[config.mk]
export PLATFORM = sky130hd
export DESIGN_NAME = ad4003_emulator_flat
export DESIGN_NICKNAME = d
export VERILOG_FILES = /design/src/rtl/ad4003_pkg.sv /design/src/rtl/ad4003_emulator_if.sv /design/src/rtl/ad4003_edge_sync.sv /design/src/rtl/ad4003_emulator.sv /design/src/flat_wrapper.sv
export SDC_FILE = /design/constraint.sdc
export NUM_CORES = 1
export LEC_CHECK = 0
export ABC_AREA = 1
export BUFFER_PORTS_ARGS = -buffer_cell sky130_fd_sc_hd__buf_2
export CORE_MARGIN = 1.5
export CORE_UTILIZATION = 54
export DETAILED_ROUTE_END_ITERATION = 8
export GPL_TIMING_DRIVEN = 1
export MAX_ROUTING_LAYER = met4
export PLACE_DENSITY_LB_ADDON = 0.15
export SLEW_MARGIN = 40
export SYNTH_ARGS = -nofsm -noshare
export SYNTH_HDL_FRONTEND = slang
export SYNTH_HIERARCHICAL = 1
export SYNTH_SLANG_ARGS = --single-unit
[constraint.sdc]
create_clock -name clk_200 -period 1.6 [get_ports clk_200]
set_input_delay 0.08 -clock clk_200 [delete_from_list [all_inputs] [get_ports clk_200]]
set_output_delay 0.08 -clock clk_200 [all_outputs]
set_load 0.01 [all_outputs]
[src/rtl/ad4003_pkg.sv]
// Shared constants and types for the AD4003 serial-interface emulator.
// Holds the command opcodes, configuration-register bit positions and the FSM state type.
// Imported by the emulator top; no logic of its own.
package ad4003_pkg;

  localparam int ADC_DATA_WIDTH_DEFAULT = 18;

  // SDI command word: [15:8] opcode, [7:0] data.
  localparam int         CMD_BITS   = 16;
  localparam logic [7:0] CMD_WR_REG = 8'h14;
  localparam logic [7:0] CMD_RD_REG = 8'h54;

  // Configuration register layout.
  localparam int         CFG_TURBO_BIT   = 1;
  localparam int         CFG_OVCLAMP_BIT = 0;
  localparam logic [7:0] CFG_RESET       = 8'h00;

  // Frame bit counter width; the counter saturates at its all-ones value.
  localparam int BIT_CNT_W = 5;

  typedef enum logic [1:0] {
    ST_IDLE  = 2'd0,
    ST_CONV  = 2'd1,
    ST_SHIFT = 2'd2
  } state_e;

endpackage

[src/rtl/ad4003_emulator_if.sv]
// Serial link between an acquisition master and the AD4003 (or this emulator).
// Signals: cnv (frame start), sck (serial clock), sdi (commands) from the master; sdo back to it.
// master modport drives cnv/sck/sdi, slave modport drives sdo.
interface ad4003_emulator_if;

  logic cnv;
  logic sck;
  logic sdi;
  logic sdo;

  modport master (output cnv, output sck, output sdi, input sdo);
  modport slave  (input cnv, input sck, input sdi, output sdo);

endinterface

[src/rtl/ad4003_edge_sync.sv]
// Synchronizes one asynchronous pad input into clk_200 and flags its rising edges.
// Ports: din (async pad level) -> lvl (synchronized level), rise (registered one-cycle strobe).
// Latency: lvl after SYNC_STAGES clocks, rise one clock later.
module ad4003_edge_sync #(
  parameter int SYNC_STAGES = 2
) (
  input  logic clk_200,
  input  logic rst_n,
  input  logic din,
  output logic lvl,
  output logic rise
);

  logic [SYNC_STAGES-1:0] sync_q, sync_d;
  logic                   prev_q, prev_d;
  logic                   rise_q, rise_d;

  always_comb begin
    sync_d = {sync_q[SYNC_STAGES-2:0], din};
    prev_d = sync_q[SYNC_STAGES-1];
    rise_d = sync_q[SYNC_STAGES-1] & ~prev_q;
  end

  always_ff @(posedge clk_200 or negedge rst_n) begin
    if (!rst_n) begin
      sync_q <= '0;
      prev_q <= 1'b0;
      rise_q <= 1'b0;
    end else begin
      sync_q <= sync_d;
      prev_q <= prev_d;
      rise_q <= rise_d;
    end
  end

  assign lvl  = sync_q[SYNC_STAGES-1];
  assign rise = rise_q;

endmodule

[src/rtl/ad4003_emulator.sv]
// AD4003 far-end responder: latches sample_in on CNV, shifts it out MSB-first on SDO, decodes SDI register commands.
// Ports: clk_200/rst_n, adc_if (slave: cnv/sck/sdi in, sdo out), sample_in/sample_ack, busy, cfg_reg, cnv_err.
// Optional build macro ADC_EMU_RAMP_EN: replace sample_in with an internal ramp advancing by RAMP_STEP per latch.
module ad4003_emulator
  import ad4003_pkg::*;
#(
  parameter int ADC_DATA_WIDTH = ADC_DATA_WIDTH_DEFAULT,
  parameter int CONV_CYCLES    = 64,
  parameter int SYNC_STAGES    = 2,
  parameter int RAMP_STEP      = 1
) (
  input  logic                      clk_200,
  input  logic                      rst_n,
  ad4003_emulator_if.slave          adc_if,
  input  logic [ADC_DATA_WIDTH-1:0] sample_in,
  output logic                      sample_ack,
  output logic                      busy,
  output logic [7:0]                cfg_reg,
  output logic                      cnv_err
);

  localparam int CONV_CNT_W = $clog2(CONV_CYCLES) + 1;

  logic cnv_rise, sck_rise, sdi_lvl;
  logic cnv_lvl_unused, sck_lvl_unused, sdi_rise_unused;

  ad4003_edge_sync #(.SYNC_STAGES(SYNC_STAGES)) u_sync_cnv (
    .clk_200(clk_200), .rst_n(rst_n), .din(adc_if.cnv), .lvl(cnv_lvl_unused), .rise(cnv_rise));
  ad4003_edge_sync #(.SYNC_STAGES(SYNC_STAGES)) u_sync_sck (
    .clk_200(clk_200), .rst_n(rst_n), .din(adc_if.sck), .lvl(sck_lvl_unused), .rise(sck_rise));
  ad4003_edge_sync #(.SYNC_STAGES(SYNC_STAGES)) u_sync_sdi (
    .clk_200(clk_200), .rst_n(rst_n), .din(adc_if.sdi), .lvl(sdi_lvl), .rise(sdi_rise_unused));

  state_e                    state_q, state_d;
  logic [ADC_DATA_WIDTH-1:0] conv_q, conv_d;
  logic [ADC_DATA_WIDTH-1:0] shift_q, shift_d;
  logic [CMD_BITS-1:0]       cmd_q, cmd_d;
  logic [BIT_CNT_W-1:0]      bit_cnt_q, bit_cnt_d;
  logic [CONV_CNT_W-1:0]     conv_cnt_q, conv_cnt_d;
  logic [7:0]                cfg_q, cfg_d;
  logic                      err_q, err_d;
  logic                      rd_arm_q, rd_arm_d;

  logic                      conv_done;
  logic                      cnv_accept;
  logic [ADC_DATA_WIDTH-1:0] load_word;
  logic [ADC_DATA_WIDTH-1:0] latch_val;

`ifdef ADC_EMU_RAMP_EN
  logic [ADC_DATA_WIDTH-1:0] ramp_q, ramp_d;
  logic [ADC_DATA_WIDTH-1:0] sample_in_unused;
  assign sample_in_unused = sample_in;
  assign latch_val        = ramp_q;
`else
  assign latch_val = sample_in;
`endif

  assign conv_done  = (state_q == ST_CONV) && (conv_cnt_q == CONV_CNT_W'(CONV_CYCLES - 1));
  // A CNV edge coinciding with the terminal count is treated as arriving in SHIFT.
  assign cnv_accept = cnv_rise && ((state_q != ST_CONV) || conv_done);
  // An armed read-back replaces exactly one frame's sample data.
  assign load_word  = rd_arm_q ? ADC_DATA_WIDTH'({cfg_q, 2'b00}) : conv_q;

  // State register
  always_ff @(posedge clk_200 or negedge rst_n) begin
    if (!rst_n) begin
      state_q    <= ST_IDLE;
      conv_q     <= '0;
      shift_q    <= '0;
      cmd_q      <= '0;
      bit_cnt_q  <= '0;
      conv_cnt_q <= '0;
      cfg_q      <= CFG_RESET;
      err_q      <= 1'b0;
      rd_arm_q   <= 1'b0;
`ifdef ADC_EMU_RAMP_EN
      ramp_q     <= '0;
`endif
    end else begin
      state_q    <= state_d;
      conv_q     <= conv_d;
      shift_q    <= shift_d;
      cmd_q      <= cmd_d;
      bit_cnt_q  <= bit_cnt_d;
      conv_cnt_q <= conv_cnt_d;
      cfg_q      <= cfg_d;
      err_q      <= err_d;
      rd_arm_q   <= rd_arm_d;
`ifdef ADC_EMU_RAMP_EN
      ramp_q     <= ramp_d;
`endif
    end
  end

  // Next state
  always_comb begin
    state_d    = state_q;
    conv_d     = conv_q;
    shift_d    = shift_q;
    cmd_d      = cmd_q;
    bit_cnt_d  = bit_cnt_q;
    conv_cnt_d = conv_cnt_q;
    cfg_d      = cfg_q;
    err_d      = err_q;
    rd_arm_d   = rd_arm_q;
`ifdef ADC_EMU_RAMP_EN
    ramp_d     = ramp_q;
`endif

    case (state_q)
      ST_CONV: begin
        if (conv_done) begin
          shift_d  = load_word;
          rd_arm_d = 1'b0;
          state_d  = ST_SHIFT;
        end else begin
          conv_cnt_d = conv_cnt_q + CONV_CNT_W'(1);
          if (cnv_rise) err_d = 1'b1;
        end
      end
      ST_SHIFT: begin
        if (sck_rise) begin
          shift_d   = {shift_q[ADC_DATA_WIDTH-2:0], 1'b0};
          cmd_d     = {cmd_q[CMD_BITS-2:0], sdi_lvl};
          bit_cnt_d = (&bit_cnt_q) ? bit_cnt_q : bit_cnt_q + BIT_CNT_W'(1);
          // Decode once, on the edge that completes the 16-bit command word.
          if (bit_cnt_q == BIT_CNT_W'(CMD_BITS - 1)) begin
            if (cmd_d[15:8] == CMD_WR_REG)      cfg_d    = cmd_d[7:0];
            else if (cmd_d[15:8] == CMD_RD_REG) rd_arm_d = 1'b1;
          end
        end
      end
      default: ;
    endcase

    if (cnv_accept) begin
      conv_d     = latch_val;
      bit_cnt_d  = '0;
      cmd_d      = '0;
      conv_cnt_d = '0;
`ifdef ADC_EMU_RAMP_EN
      ramp_d     = ramp_q + ADC_DATA_WIDTH'(RAMP_STEP);
`endif
      if (cfg_q[CFG_TURBO_BIT]) begin
        // Turbo returns the previous conversion, so load before conv_reg is overwritten.
        shift_d  = load_word;
        rd_arm_d = 1'b0;
        state_d  = ST_SHIFT;
      end else begin
        state_d  = ST_CONV;
      end
    end
  end

  // Outputs
  always_comb begin
    busy       = (state_q == ST_CONV);
    sample_ack = cnv_accept;
    adc_if.sdo = shift_q[ADC_DATA_WIDTH-1];
    cfg_reg    = cfg_q;
    cnv_err    = err_q;
  end

endmodule

[src/flat_wrapper.sv]
// flat-port wrapper written by rule: the top's interface ports become plain ports
module ad4003_emulator_flat import ad4003_pkg::*;
#(
  parameter int ADC_DATA_WIDTH = ADC_DATA_WIDTH_DEFAULT,
  parameter int CONV_CYCLES    = 64,
  parameter int SYNC_STAGES    = 2,
  parameter int RAMP_STEP      = 1
)
  (clk_200, rst_n, sample_in, sample_ack, busy, cfg_reg, cnv_err, adc_if_cnv, adc_if_sck, adc_if_sdi, adc_if_sdo);
  ad4003_emulator_if adc_if_i ();
  input  logic clk_200;
  input  logic rst_n;
  input  logic [ADC_DATA_WIDTH-1:0] sample_in;
  output logic sample_ack;
  output logic busy;
  output logic [7:0] cfg_reg;
  output logic cnv_err;
  input wire logic [$bits(adc_if_i.cnv)-1:0] adc_if_cnv;
  input wire logic [$bits(adc_if_i.sck)-1:0] adc_if_sck;
  input wire logic [$bits(adc_if_i.sdi)-1:0] adc_if_sdi;
  output wire logic [$bits(adc_if_i.sdo)-1:0] adc_if_sdo;
  assign adc_if_i.cnv = adc_if_cnv;
  assign adc_if_i.sck = adc_if_sck;
  assign adc_if_i.sdi = adc_if_sdi;
  assign adc_if_sdo = adc_if_i.sdo;
  ad4003_emulator #(.ADC_DATA_WIDTH(ADC_DATA_WIDTH), .CONV_CYCLES(CONV_CYCLES), .SYNC_STAGES(SYNC_STAGES), .RAMP_STEP(RAMP_STEP)) u_core (.clk_200(clk_200), .rst_n(rst_n), .adc_if(adc_if_i), .sample_in(sample_in), .sample_ack(sample_ack), .busy(busy), .cfg_reg(cfg_reg), .cnv_err(cnv_err));
endmodule
======== Word-level counts from Yosys, hierarchy flattened ========
Index checks and enable logic that the tools add are counted.
storage, ports and cells
  input port bits ......................... 23
  register bits ........................... 85
  word-level logic and storage cells ...... 74
operators by class
  bitwise logic cells ..................... 5
  reduce and logical (&&, ||, !) cells .... 14
  multiplexer cells ....................... 28
  equal/unequal tests ..................... 9
  $add $sub $neg .......................... 2
operators by type and width
  operator               number
  $mux W18               5
  $mux W15               3
  $pmux W18 S2           1
  $mux W7                3
  $mux W5                4
  $eq A8 B5 Y1 const B   1
  $eq A8 B7 Y1 const B   1
  $mux W2                4
  $reduce_bool A2 Y1     4
  $add A7 B1 Y7 const B  1
  $eq A7 B6 Y1 const B   1
  $mux W1                7
  $reduce_and A2 Y1      3
  $reduce_and A3 Y1      2
  $add A5 B1 Y5 const B  1
  $eq A5 B4 Y1 const B   1
  $reduce_and A5 Y1      1
  $ne A2 B2 Y1 const B   2
  $reduce_and A4 Y1      1
  $not A1 Y1             3
  $and A1 B1 Y1          2
  $eq A2 B1 Y1 const B   1
  $eq A2 B2 Y1 const B   1
  $logic_and A1 B1 Y1    2
  3 further kinds        3

======== Depth between registers and ports, before layout ========
  depth in word-level cells ............... 8
  mapped depth ............................ 13
  gate-level depth less buffers ........... 12

======== Cells and area by module ========
Netlist, hierarchy kept.
modules (own cells, without submodules)
  module            instances  cells an instance  area each (um2)
  ad4003_emulator   1          511                3871.2
  ad4003_edge_sync  3          6                  110.1

======== Least setup slack after synthesis ========
OpenSTA, ideal clock, no wires.
  kind .................................... register to register
  start ................................... register u_core.bit_cnt_q[0]
  end ..................................... register u_core.cfg_q[0] (netlist: u_core/cfg_reg[0])
  path buffers ............................ 1
  path slack .............................. -0.088 ns
  cell stages (with the launch flop) ...... 9
  arrival time ............................ 1.557 ns
  period minus slack after synthesis ...... 1.688 ns
  cell sequence ........................... dfrtp_1 > ha_1 > and3_1 > ha_1 > nand2_1 > nor2_1 > nand4_1 > clkbuf_1 > o21ai_0
on the way
  longest elaborated chain between the ends .. 2
RTL lines
  what                         RTL line                RTL
  from (decl)                  ad4003_emulator.sv:38   logic [BIT_CNT_W-1:0] bit_cnt_q, bit_cnt_d;
  from (signal assigned)       ad4003_emulator.sv:84   bit_cnt_q <= bit_cnt_d;
  $eq A5 B4 Y1                 ad4003_emulator.sv:127  if (bit_cnt_q == BIT_CNT_W'(CMD_BITS - 1)) begin
  $reduce_and A4 Y1 (no line)  n/a
  to (signal assigned)         ad4003_emulator.sv:86   cfg_q <= cfg_d;
  to (decl)                    ad4003_emulator.sv:40   logic [7:0] cfg_q, cfg_d;
Every way passes these cells.
A chain may end at the register's enable or synchronous reset.

======== Final worst setup path ========
  start ................................... register u_core.bit_cnt_q[0]
  end ..................................... register u_core.cfg_q[6] (netlist: u_core/cfg_reg[6])
The elaborated chain is that of the path after synthesis.

==> PnR_summary.wiki <==
{| class="wikitable"
! Metric !! Value
|-
| Total net switching power || 3.17 mW
|-
| Number of placed cells counting well taps || 676
|-
| Placement Rows || 31
|-
| Final cycle utilization of the critical path || 1.03
|-
| Multi-input logic area || 1940 µm²
|-
| Dominant delay contributor by cell family on the critical path || simple AND/OR/NAND/NOR gates
|-
| Horizontal die dimension || 90.6 µm
|-
| Number of maximum-capacitance constraint violations || 0
|-
| Number of CTS-inserted buffers || 9
|-
| Number of port buffers || 34
|-
| Failing checks || negative setup slack
|-
| Syn Area/Cell || 7.89 µm²
|-
| Fraction of final layout cells with drive strength greater than 1 || 0.288
|-
| Worst Setup End Kind || register
|-
| Effective utilization at floorplan || 0.565
|-
| Total Die Area || 8200 µm²
|-
| Logic depth of the worst path, buffers included || 9
|-
| Clock tree skew after final layout || 0.0121 ns
|-
| Post-Synthesis Net Count || 554
|-
| Biggest registers after layout || u_core/conv_q (18), u_core/shift_q (18), u_core/cmd_q (15)
|-
| Crit path largest cell delay || 0.37 ns
|-
| Number of nets in the layout || 655
|-
| Clock tree from TritonCTS || done
|-
| Hold Violations, Final || 0
|-
| Count of boundary I/O pins || 35
|-
| Startpoint Class || register
|-
| Diode insertion count for antenna repair || 0
|-
| Later-pin clock latency in the skew report || 0.36 ns
|-
| Clk root buf || clkbuf_8
|-
| Count of placed standard cells in the final layout, fillers left out || 730
|-
| Worst reg-to-reg path cell count || 9
|-
| Critical path, cell by cell || ha_2 -> and3_4 -> ha_4 -> nand2_2 -> nor2_2 -> nand4_1 -> buf_6 -> nand2_2 -> o21ai_1
|-
| Worst hold slack || 0.255 ns
|-
| Most common cell on crit path || nand2_2
|-
| Global placement routability congestion || 0.968
|-
| Post-layout utilization of the core || 0.751
|-
| Number of detailed-route iterations in the first pass || 5
|-
| Initial antenna violation count || 0
|-
| Vias in the first global route || 3,744
|-
| Height of the chip || 90.6 µm
|-
| DP Wirelength || 6.62 mm
|-
| Initial DRC Count || 276
|-
| Final setup violation count || 14
|-
| Core area || 7330 µm²
|-
| Clock power frac || 0.193
|-
| Final setup margin || -0.0453 ns
|-
| Top fanout value on the critical path || 8
|-
| Cell Pwr Density || 1460 nW/µm²
|-
| First-pass GRT wire length || 17.1 mm
|-
| Int Pwr || 4.85 mW
|-
| CTS Sinks || 85
|-
| Fraction of power spent switching nets || 0.395
|-
| Transition time at the pin with the least slew margin || 0.471 ns
|-
| Largest net degree at the start of global routing || 86
|-
| Layout overhead on the synthesized area || 32.9%
|-
| Kind of critical path || reg -> reg
|-
| Global-route total usage across every layer || 0.272
|-
| Most common cell after layout, fill and taps aside || nand2_1
|-
| Maximum level of the CTS H-tree || 3
|-
| Total overflow reported by the global router || 0
|-
| Data arrival, critical path || 1.89 ns
|-
| Unrepaired setup endpoints after global routing || yes
|-
| Routed vias || 3,817
|-
| Final count of pins violating max slew || 0
|-
| Maximum frequency from static timing analysis || 608 MHz
|-
| Number of warnings printed during yosys synthesis || 6
|-
| Post-DR wirelength/cell || 14.4 µm
|-
| Number of buffers between clock root and the deepest sink || 2
|-
| Remaining number of nets flagged by the antenna check after routing || 0
|-
| Post-route DRC || 0
|-
| Status || complete, but fails checks
|-
| Max IR drop VDD || 0.808 mV
|-
| Worst endpoint required time || 1.85 ns
|-
| Portion of total power attributed to sequential cells || 0.366
|-
| Cell area after synthesis || 4140 µm²
|-
| Fill cell instance count of the final layout || 511
|-
| Comb pwr share || 0.441
|-
| Leading cell types in the layout, fill and taps excluded || 169 x nand2_1, 85 x dfrtp_1, 56 x inv_1
|-
| Storage cell area || 2130 µm²
|-
| Clk pin slew, worst setup/hold paths || 0.09 ns
|-
| Worst Path Buf+Inv || 1
|-
| Leakage power figure || 2.76 nW
|-
| Kind of path behind the tightest hold check || in -> async
|-
| DRT Wirelength || 10.5 mm
|-
| Relative max-transition margin || 0.686
|-
| Critical path's slowest cell || dfrtp_1
|-
| Via-per-instance ratio || 5.23
|-
| Final period demand of the worst path || 1.65 ns
|-
| Final Total Pwr || 8.02 mW
|-
| Instance count of the mapped netlist || 525
|}
## layer usage
| layer | GRT usage | part of all wire |
|---|---|---|
| met1 | 0.344 | 0.42 |
| met2 | 0.432 | 0.50 |
| met3 | 0.0564 | 0.056 |
| met4 | 0.101 | 0.022 |
| met5 | - | 0 |
## tightest hold or removal path, delay by kind of cell
family,cells,cell delay (ns)
buf+inv,3,0.97
## through the flow
| step | setup TNS (ns) | area [µm²] | worst slack [ns] |
|---|---|---|---|
| 2_1_floorplan | -0.161 | 4150 | -0.0429 |
| 3_3_place_gp | 0 | 4640 | 0.00221 |
| 3_5_place_dp | -0.754 | 4640 | -0.101 |
| 4_1_cts | -0.202 | 5220 | -0.0575 |
| 5_1_grt | -3.56 | 5510 | -0.142 |
| 6_report | -0.365 | 5510 | -0.0453 |
## worst paths after layout
path,startpoint,to,slack [ns]
min in group clk_200,adc_if_sdi,u_core/u_sync_sdi/sync_q[0],0.35
worst min-delay path,rst_n,u_core/conv_cnt_q[3],0.26
worst max-delay path,u_core/bit_cnt_q[0],u_core/cfg_reg[6],-0.05
worst min register to register,u_core/u_sync_sdi/sync_q[0],u_core/u_sync_sdi/sync_q[1],0.35
worst max register to register,u_core/bit_cnt_q[0],u_core/cfg_reg[6],-0.05
max in group asynchronous,rst_n,u_core/shift_q[9],0.96
## power groups by stage
stage | Sequential, mW | Combinational (mW) | Clock (mW)
after global placement | 2.93 | 2.61 | 0
after detailed placement | 2.94 | 2.68 | 0
after floorplan | 2.89 | 1.76 | 0
after global routing | 3.00 | 3.91 | 1.67
after CTS | 2.92 | 3.01 | 1.57
final | 2.94 | 3.54 | 1.55
## repair_timing
item | in CTS | in global routing
resized for setup | 23 | 90
gates cloned | 1 | 2
endpoints found under the hold margin | 106 | 0
pin swaps | 8 | 13
setup endpoints to repair | 32 | 69
buffers inserted | 8 | 6
hold buffers | 22 | 0
## area by class of cell
type,instances,share of cell area
flip-flops and latches,85,0.386
multi-input cells,358,0.352
repair buffers,106,0.155
inverters,66,0.0484
clock buffers,10,0.0232
well taps,99,0.0225
clock inverters,6,0.0127
No activity file was read; power rests on OpenSTA's default activity.
